File: config.mk
export PLATFORM = sky130hd
export DESIGN_NAME = jtag_tap_controller
export DESIGN_NICKNAME = d
export VERILOG_FILES = /design/src/rtl/jtag_pkg.sv /design/src/rtl/tap_fsm.sv /design/src/rtl/jtag_tap_controller.sv
export SDC_FILE = /design/constraint.sdc
export NUM_CORES = 1
export LEC_CHECK = 0
export ABC_AREA = 1
export BUFFER_PORTS_ARGS = -buffer_cell sky130_fd_sc_hd__buf_2
export CAP_MARGIN = 20
export CELL_PAD_IN_SITES_DETAIL_PLACEMENT = 0
export CELL_PAD_IN_SITES_GLOBAL_PLACEMENT = 1
export CORE_AREA = 2 2 79 81
export CTS_CLUSTER_DIAMETER = 200
export DETAILED_ROUTE_END_ITERATION = 16
export DIE_AREA = 0 0 81 83
export MAX_ROUTING_LAYER = met4
export PLACE_DENSITY = 0.66
export SLEW_MARGIN = 20
export SYNTH_ARGS = -nofsm -noshare
export SYNTH_HDL_FRONTEND = slang
export SYNTH_SLANG_ARGS = --single-unit
export TNS_END_PERCENT = 50
File: constraint.sdc
create_clock -name TCK_i -period 1.35 [get_ports TCK_i]
set_clock_uncertainty 0.05 [all_clocks]
set_input_delay 0.0675 -clock TCK_i [delete_from_list [all_inputs] [get_ports TCK_i]]
set_output_delay 0.0675 -clock TCK_i [all_outputs]
set_load 0.005 [all_outputs]
File: src/rtl/jtag_pkg.sv
// jtag_pkg
// Shared definitions for the JTAG TAP controller slice:
//   - the 16 TAP state codes (standard 1149.1 encoding) and the state enum
//   - the instruction opcodes and the data-register select enum
//   - the instruction register width, its capture value and the IDCODE value
package jtag_pkg;

    localparam int IR_W = 4;

    localparam logic [IR_W-1:0] IR_CAPTURE   = 4'b0001;
    localparam logic [31:0]     IDCODE_VALUE = 32'h1234_5093;

    // Instruction opcodes
    localparam logic [IR_W-1:0] INS_EXTEST = 4'b0000;
    localparam logic [IR_W-1:0] INS_SAMPLE = 4'b0001;
    localparam logic [IR_W-1:0] INS_IDCODE = 4'b0010;
    localparam logic [IR_W-1:0] INS_BYPASS = 4'b1111;

    // TAP state codes
    localparam logic [3:0] ST_TLR     = 4'hF;
    localparam logic [3:0] ST_RTI     = 4'hC;
    localparam logic [3:0] ST_SELDR   = 4'h7;
    localparam logic [3:0] ST_CAPDR   = 4'h6;
    localparam logic [3:0] ST_SHDR    = 4'h2;
    localparam logic [3:0] ST_EX1DR   = 4'h1;
    localparam logic [3:0] ST_PAUSEDR = 4'h3;
    localparam logic [3:0] ST_EX2DR   = 4'h0;
    localparam logic [3:0] ST_UPDDR   = 4'h5;
    localparam logic [3:0] ST_SELIR   = 4'h4;
    localparam logic [3:0] ST_CAPIR   = 4'hE;
    localparam logic [3:0] ST_SHIR    = 4'hA;
    localparam logic [3:0] ST_EX1IR   = 4'h9;
    localparam logic [3:0] ST_PAUSEIR = 4'hB;
    localparam logic [3:0] ST_EX2IR   = 4'h8;
    localparam logic [3:0] ST_UPDIR   = 4'hD;

    typedef enum logic [3:0] {
        TAP_TLR     = ST_TLR,
        TAP_RTI     = ST_RTI,
        TAP_SELDR   = ST_SELDR,
        TAP_CAPDR   = ST_CAPDR,
        TAP_SHDR    = ST_SHDR,
        TAP_EX1DR   = ST_EX1DR,
        TAP_PAUSEDR = ST_PAUSEDR,
        TAP_EX2DR   = ST_EX2DR,
        TAP_UPDDR   = ST_UPDDR,
        TAP_SELIR   = ST_SELIR,
        TAP_CAPIR   = ST_CAPIR,
        TAP_SHIR    = ST_SHIR,
        TAP_EX1IR   = ST_EX1IR,
        TAP_PAUSEIR = ST_PAUSEIR,
        TAP_EX2IR   = ST_EX2IR,
        TAP_UPDIR   = ST_UPDIR
    } tap_state_e;

    // Data register currently routed onto TDO during Shift-DR
    typedef enum logic [1:0] {
        SEL_BSR,
        SEL_ID,
        SEL_BYPASS
    } dr_sel_e;

endpackage

File: src/rtl/tap_fsm.sv
// tap_fsm
// The 16-state TAP state machine plus Moore decodes of the state register.
// Ports:
//   tck_i         TAP clock
//   reset_i       synchronous active-high reset (forces Test-Logic-Reset)
//   tms_i         test mode select
//   state_o       current state
//   next_state_o  state that will be entered on the next TCK edge
//   shift_dr_o    high in Shift-DR
//   clock_dr_o    high in Capture-DR and Shift-DR
//   update_dr_o   high in Update-DR
//   tdo_en_o      high in Shift-DR or Shift-IR
module tap_fsm
    import jtag_pkg::*;
(
    input  logic       tck_i,
    input  logic       reset_i,
    input  logic       tms_i,
    output tap_state_e state_o,
    output tap_state_e next_state_o,
    output logic       shift_dr_o,
    output logic       clock_dr_o,
    output logic       update_dr_o,
    output logic       tdo_en_o
);

    tap_state_e state_q;
    tap_state_e state_d;

    always_ff @(posedge tck_i) begin
        if (reset_i) begin
            state_q <= TAP_TLR;
        end else begin
            state_q <= state_d;
        end
    end

    always_comb begin
        state_d = state_q;
        case (state_q)
            TAP_TLR:     state_d = tms_i ? TAP_TLR     : TAP_RTI;
            TAP_RTI:     state_d = tms_i ? TAP_SELDR   : TAP_RTI;
            TAP_SELDR:   state_d = tms_i ? TAP_SELIR   : TAP_CAPDR;
            TAP_CAPDR:   state_d = tms_i ? TAP_EX1DR   : TAP_SHDR;
            TAP_SHDR:    state_d = tms_i ? TAP_EX1DR   : TAP_SHDR;
            TAP_EX1DR:   state_d = tms_i ? TAP_UPDDR   : TAP_PAUSEDR;
            TAP_PAUSEDR: state_d = tms_i ? TAP_EX2DR   : TAP_PAUSEDR;
            TAP_EX2DR:   state_d = tms_i ? TAP_UPDDR   : TAP_SHDR;
            TAP_UPDDR:   state_d = tms_i ? TAP_SELDR   : TAP_RTI;
            TAP_SELIR:   state_d = tms_i ? TAP_TLR     : TAP_CAPIR;
            TAP_CAPIR:   state_d = tms_i ? TAP_EX1IR   : TAP_SHIR;
            TAP_SHIR:    state_d = tms_i ? TAP_EX1IR   : TAP_SHIR;
            TAP_EX1IR:   state_d = tms_i ? TAP_UPDIR   : TAP_PAUSEIR;
            TAP_PAUSEIR: state_d = tms_i ? TAP_EX2IR   : TAP_PAUSEIR;
            TAP_EX2IR:   state_d = tms_i ? TAP_UPDIR   : TAP_SHIR;
            TAP_UPDIR:   state_d = tms_i ? TAP_SELDR   : TAP_RTI;
            default:     state_d = TAP_TLR;
        endcase
    end

    // Strobes decode only the registered state, so they are stable for the
    // whole cycle and change only on TCK edges.
    always_comb begin
        shift_dr_o  = 1'b0;
        clock_dr_o  = 1'b0;
        update_dr_o = 1'b0;
        tdo_en_o    = 1'b0;
        case (state_q)
            TAP_CAPDR: clock_dr_o = 1'b1;
            TAP_SHDR: begin
                shift_dr_o = 1'b1;
                clock_dr_o = 1'b1;
                tdo_en_o   = 1'b1;
            end
            TAP_UPDDR: update_dr_o = 1'b1;
            TAP_SHIR:  tdo_en_o    = 1'b1;
            default: ;
        endcase
    end

    assign state_o      = state_q;
    assign next_state_o = state_d;

endmodule

File: src/rtl/jtag_tap_controller.sv
// jtag_tap_controller
// IEEE 1149.1-style TAP controller: TAP FSM, 4-bit instruction register,
// BYPASS and IDCODE data registers, TDO mux and boundary-cell strobes.
// Ports:
//   TCK_i        TAP clock
//   Reset_i      synchronous active-high reset
//   TMS_i        test mode select
//   TDI_i        serial data in
//   bsr_tdo_i    serial out of the last boundary cell
//   TDO_o        serial data out (LSB of the selected register)
//   TDO_en_o     high in Shift-DR / Shift-IR
//   ShiftDR_o    boundary cell shift strobe
//   ClockDR_o    boundary cell clock enable
//   UpdateDR_o   boundary cell update strobe
//   Mode_o       boundary cell test-path select (EXTEST)
//   tap_state_o  current TAP state code
module jtag_tap_controller
    import jtag_pkg::*;
(
    input  logic       TCK_i,
    input  logic       Reset_i,
    input  logic       TMS_i,
    input  logic       TDI_i,
    input  logic       bsr_tdo_i,
    output logic       TDO_o,
    output logic       TDO_en_o,
    output logic       ShiftDR_o,
    output logic       ClockDR_o,
    output logic       UpdateDR_o,
    output logic       Mode_o,
    output logic [3:0] tap_state_o
);

    tap_state_e state;
    tap_state_e next_state;

    logic [IR_W-1:0] ir_q,     ir_d;
    logic [IR_W-1:0] ir_sr_q,  ir_sr_d;
    logic            bypass_q, bypass_d;
    logic [31:0]     id_q,     id_d;

    dr_sel_e dr_sel;

    tap_fsm u_tap_fsm (
        .tck_i        (TCK_i),
        .reset_i      (Reset_i),
        .tms_i        (TMS_i),
        .state_o      (state),
        .next_state_o (next_state),
        .shift_dr_o   (ShiftDR_o),
        .clock_dr_o   (ClockDR_o),
        .update_dr_o  (UpdateDR_o),
        .tdo_en_o     (TDO_en_o)
    );

    always_ff @(posedge TCK_i) begin
        if (Reset_i) begin
            ir_q     <= INS_IDCODE;
            ir_sr_q  <= IR_CAPTURE;
            bypass_q <= 1'b0;
            id_q     <= IDCODE_VALUE;
        end else begin
            ir_q     <= ir_d;
            ir_sr_q  <= ir_sr_d;
            bypass_q <= bypass_d;
            id_q     <= id_d;
        end
    end

    // Capture/shift act on the edge that leaves the capture/shift state, so
    // they key off the current state. The active IR is forced to IDCODE on
    // the edge that enters (or stays in) Test-Logic-Reset, so it already reads
    // IDCODE during the first TLR cycle.
    always_comb begin
        ir_d     = ir_q;
        ir_sr_d  = ir_sr_q;
        bypass_d = bypass_q;
        id_d     = id_q;
        case (state)
            TAP_CAPIR: ir_sr_d = IR_CAPTURE;
            TAP_SHIR:  ir_sr_d = {TDI_i, ir_sr_q[IR_W-1:1]};
            TAP_UPDIR: ir_d    = ir_sr_q;
            TAP_CAPDR: begin
                bypass_d = 1'b0;
                id_d     = IDCODE_VALUE;
            end
            TAP_SHDR: begin
                bypass_d = TDI_i;
                id_d     = {TDI_i, id_q[31:1]};
            end
            default: ;
        endcase
        if (next_state == TAP_TLR) begin
            ir_d = INS_IDCODE;
        end
    end

    // Unknown opcodes fall back to BYPASS.
    always_comb begin
        dr_sel = SEL_BYPASS;
        Mode_o = 1'b0;
        case (ir_q)
            INS_EXTEST: begin
                dr_sel = SEL_BSR;
                Mode_o = 1'b1;
            end
            INS_SAMPLE: dr_sel = SEL_BSR;
            INS_IDCODE: dr_sel = SEL_ID;
            default:    dr_sel = SEL_BYPASS;
        endcase
    end

    always_comb begin
        TDO_o = 1'b0;
        if (state == TAP_SHIR) begin
            TDO_o = ir_sr_q[0];
        end else if (state == TAP_SHDR) begin
            case (dr_sel)
                SEL_BSR: TDO_o = bsr_tdo_i;
                SEL_ID:  TDO_o = id_q[0];
                default: TDO_o = bypass_q;
            endcase
        end
    end

    assign tap_state_o = state;

endmodule

Yosys cells after proc, flatten, opt, wreduce, memory -nomap -nowiden. Cells that the tools add are included.

Logic and storage cells: 60. Bits in registers: 45. RAM bits: 0. Output and inout bits: 10. Bits of input ports: 5. Memories kept: 0. Bits in latches: 0. Memory bits (read-only): 0.

$add $sub $neg: 0. Muxes and demuxes: 25. Eq/ne operators: 19. Shifts and indexed selects: 0. Multipliers: 0. Reduce and logical (&&, ||, !) cells: 11. Div/mod/pow operators: 0. Order comparisons: 0. Bitwise operators: 0.

Operators with widths (count): $pmux 32 s2 (1); $pmux 4 s12 (1); $eq 4x4->1 const B (9); $eq 4x3->1 const B (4); $eq 4x2->1 const B (3); $mux 2 (6); $mux 3 (4); $reduce_or 2->1 (5); $eq 4x1->1 const B (2); $logic_not 4->1 (2); $mux 1 (8); $pmux 4 s2 (1); $mux 4 (1); $pmux 1 s2 (2); $pmux 2 s2 (1); $reduce_bool 2->1 (2); $reduce_or 3->1 (1); $eq 2x1->1 const B (1); $logic_not 2->1 (1).

Longest topological paths before layout.
Word-level depth: 7. Depth in mapped cells: 11. Gate-level depth less buffers: 10.

Modules after synthesis. From an unflattened synthesis, not the netlist that was laid out.

Cells, all modules: 251. Area total of the unflattened synthesis: 1851.8 um^2.

Modules (own cells, without submodules): jtag_tap_controller (cells an instance 191, instances 1, seq. area each 800.8 um^2, area an instance 1508.9 um^2); tap_fsm (cells an instance 60, instances 1, seq. area each 80.1 um^2, area an instance 342.8 um^2).

Worst setup path before layout. No wires, ideal clock.

Path kind: reg2reg. From: register u_tap_fsm.state_q[3], in the netlist u_tap_fsm.state_o[3]. To: register ir_q[0]. Slack: 0.112 ns. Arrival time: 1.067 ns. Period minus slack after synthesis: 1.238 ns. Stages on the path, launching flop included: 9. Library setup time: 0.121 ns. Data required time: 1.179 ns. Cells stage by stage: dfxtp_1 -> buf_4 -> nand2_1 -> inv_1 -> nand2_2 -> nor2_4 -> nor2_2 -> a21oi_2 -> a21oi_1.

Word-level cells in the longest chain between the ends: 5. Elaborated cells on any way between the ends: 22. Classes of those cells: 16 x eq/ne; 1 x mux; 5 x reduce/logical.

Ends and longest elaborated chain: from (decl) (RTL line tap_fsm.sv:27) `tap_state_e state_q;`; from (signal assigned) (RTL line tap_fsm.sv:34) `state_q <= state_d;`; $eq 4x4->1 (tied with other cells) (RTL line tap_fsm.sv:40) `case (state_q)`; $reduce_or 3->1 (no source line) or $reduce_or 2->1 (tied branches); $pmux 4 s12 (RTL line tap_fsm.sv:40); $eq 4x4->1 (RTL line jtag_tap_controller.sv:93) `if (next_state == TAP_TLR) begin`; $reduce_or 2->1 (no source line); to (signal assigned) (RTL line jtag_tap_controller.sv:63) `ir_q <= ir_d;`; to (decl) (RTL line jtag_tap_controller.sv:37) `logic [IR_W-1:0] ir_q, ir_d;`.

Parallel ways exist; a longest one is shown, timed or not. A chain may end at the register's enable or synchronous reset.

Worst setup path in the final report.
From: register u_tap_fsm.state_q[3], in the netlist u_tap_fsm.state_o[3]. To: output ClockDR_o.

Word-level cells in the longest chain between the ends: 3. Elaborated cells on any way between the ends: 4. Classes of those cells: 2 x eq/ne; 1 x mux; 1 x reduce/logical.

Ends and longest elaborated chain: $eq 4x2->1 or $eq 4x3->1 (tied branches) (RTL line tap_fsm.sv:68) `case (state_q)`; $reduce_or 2->1 (no source line) (*); $mux 1 (*) (RTL line tap_fsm.sv:68); to (decl) (RTL line jtag_tap_controller.sv:28) `output logic ClockDR_o,`.

Mark *: on every way between the ends. The rest lies on a longest branch, timed or not.

==> impl_metrics.env <==
export IMPL_outcome="finished, violations left"
export IMPL_violations="setup timing"
export IMPL_path_clk_slew_ns=0.09
export IMPL_setup_viol=2
export IMPL_fin_crit_sh_pct=101
export IMPL_drt_pre_antenna_iters=4
export IMPL_worst_pin_slew_ns=0.288
export IMPL_p_leak_nw=0.939
export IMPL_grt_max_degree=25
export IMPL_crit_required_ns=1.23
export IMPL_syn_avg_cell_area_um2=7.55
export IMPL_cts_made_buffers=5
export IMPL_slew_violations=0
export IMPL_rsz0062_at_grt="true"
export IMPL_nNetsFinal=272
export IMPL_finalCriticalPeriod_ns=1.36
export IMPL_finalHoldViolations=0
export IMPL_vdd_drop_max_mv=0.610
export IMPL_drc=0
export IMPL_whs_ns=0.0616
export IMPL_via_per_inst=4.70
export IMPL_grt_pass1_wl_um=6960
export IMPL_gp_congestion=0.909
export IMPL_io_buffers=14
export IMPL_yosys_warnings=0
export IMPL_fin_ws_ns=-0.0129
export IMPL_worstHoldPathType="in2reg"
export IMPL_antenna_cells=0
export IMPL_detail_route_antenna_nets=0
export IMPL_power_per_cell_area_nw_per_um2=1600
export IMPL_worstPathMaxFanout=22
export IMPL_ys_dominant_reg_cell="dfxtp_1"
export IMPL_drive_above_1_share_pct=34.0
export IMPL_yosys_cell_types_count=22
export IMPL_regArea_um2=898
export IMPL_start_util_pct=30.8
export IMPL_final_cell_count_no_fill=343
export IMPL_synth_edf_count=0
export IMPL_critPathKind="reg2out"
export IMPL_die_h_um=83
export IMPL_grt_pass1_vias=1522
export IMPL_dpl_cell_area_um2=1990
export IMPL_clockBufferDepth=2
export IMPL_row_count=28
export IMPL_dp_cells=325
export IMPL_design_area_um2=2410
export IMPL_critPathLaunchType="register"
export IMPL_cts_root_buf="clkbuf_8"
export IMPL_antenna_found_initial=0
export IMPL_drt_iter0_drc=139
export IMPL_clock_sinks=44
export IMPL_htree_levels=2
export IMPL_finish_utilization_pct=41.4
export IMPL_post_dp_hpwl_um=2560
export IMPL_fillers=616
export IMPL_final_common_cell="nand2_1"
export IMPL_die_w_um=81
export IMPL_fmax_mhz=734
export IMPL_cts_tree="built"
export IMPL_io_pin_count=15
export IMPL_max_cap_violations=0
export IMPL_finalPower_mw=3.84
export IMPL_crit_path_end_kind="primary output"
export IMPL_insertion_delay_ns=0.30
export IMPL_routed_wl_um=4420
export IMPL_synth_nets=242
export IMPL_tns_ns=-0.0163
export IMPL_grt_usage_pct=13.4
export IMPL_core_area_um2=5820
export IMPL_yosysSeqAreaShare_pct=49.2
export IMPL_syn_area_um2=1790
export IMPL_syn_inst=237
export IMPL_ys_ff_latch=44
export IMPL_max_slew_margin_pct=80.8
export IMPL_multi_input_area_um2=906
export IMPL_route_vias_total=1611
export IMPL_final_cell_mix="53 x nand2_1, 38 x dfxtp_1, 26 x o21ai_0"
export IMPL_wire_per_inst_um=12.9
export IMPL_area_delta_synth_final_pct=34.4
export IMPL_crit_arrival_ns=1.25
export IMPL_synthArstFlopShare_pct=0
export IMPL_die_area_um2=6720
export IMPL_dp_slack_ns=-0.0189
export IMPL_grt_overflow_total=0
==> repair_timing <==
| item | 4_1_cts | 5_1_grt |
|---|---|---|
| hold buffers | 2 | 0 |
| endpoints found under the setup margin | 16 | 27 |
| setup buffers | 5 | 2 |
| endpoints found under the hold margin | 4 | 0 |
| pin swaps | 5 | 12 |
| cloned | 0 | 1 |
| resized for setup | 20 | 42 |
==> cell families (layout without fill, tap and decap cells) <==
kind of cell    after synthesis  after routing  share of synthesized area, %
simple gates                 89             89                          21.7
compound gates               69             69                          20.3
flops                        44             44                          49.2
buf+inv                      35             66                          8.87
==> routing by layer <==
| metal | wire [um] | GRT usage, % |
|---|---|---|
| met5 | 0 | - |
| met4 | 70 | 5.55 |
| met3 | 114 | 3.26 |
| met2 | 2040 | 20.1 |
| met1 | 2190 | 17.1 |
==> sequential cells by signal, indices dropped and copies added (netlist names) <==
| signal | count |
|---|---|
| ir_q | 4 |
| ir_sr_q | 4 |
| id_q | 32 |
| u_tap_fsm.state_o | 4 |
==> power breakdown <==
part | total, mW | internal (mW) | switching (mW)
Sequential | 1.54 | 1.40 | 0.141
Clock | 1.06 | 0.558 | 0.497
Combinational | 1.25 | 0.500 | 0.746
Total | 3.84 | 2.46 | 1.38
==> layout make-up <==
| type | count | share of cell area [%] |
|---|---|---|
| clock inverter | 3 | 1.92 |
| timing repair buffer | 36 | 12.6 |
| clock buffer | 5 | 2.86 |
| tap | 75 | 3.90 |
| multi-input combinational | 158 | 37.6 |
| sequential | 44 | 37.3 |
| inverter | 22 | 3.74 |
==> synthesized netlist by cell type, types with 2 or more instances <==
master / instances / area [um^2]
clkbuf_1: 7 / 26.3
buf_4: 3 / 22.5
inv_2: 4 / 15.0
dfxtp_1: 44 / 881
a21oi_1: 28 / 140
inv_1: 17 / 63.8
o21ai_0: 29 / 145
buf_6: 2 / 22.5
nor2_2: 2 / 12.5
nand3_1: 9 / 45.0
nand2_1: 58 / 218
nor2_1: 10 / 37.5
o22ai_1: 11 / 68.8
nand2_2: 5 / 31.3
==> critical path, cell delays in order (launching register included) <==
cell and delay, ns:
dfxtp_4 0.40, buf_12 0.17, nor2_4 0.12, buf_12 0.13, buf_2 0.11
==> final timing paths <==
path                              from                    to  slack [ns]  depth (start not counted)
setup / recovery  u_tap_fsm.state_o[3]             ClockDR_o       -0.01                          4
hold reg to reg                id_q[7]               id_q[6]        0.40                          2
hold / removal                   TMS_i  u_tap_fsm.state_o[1]        0.06                          4
setup reg to reg  u_tap_fsm.state_o[0]               ir_q[1]           0                         10
Power figures use the tool's default switching activity.
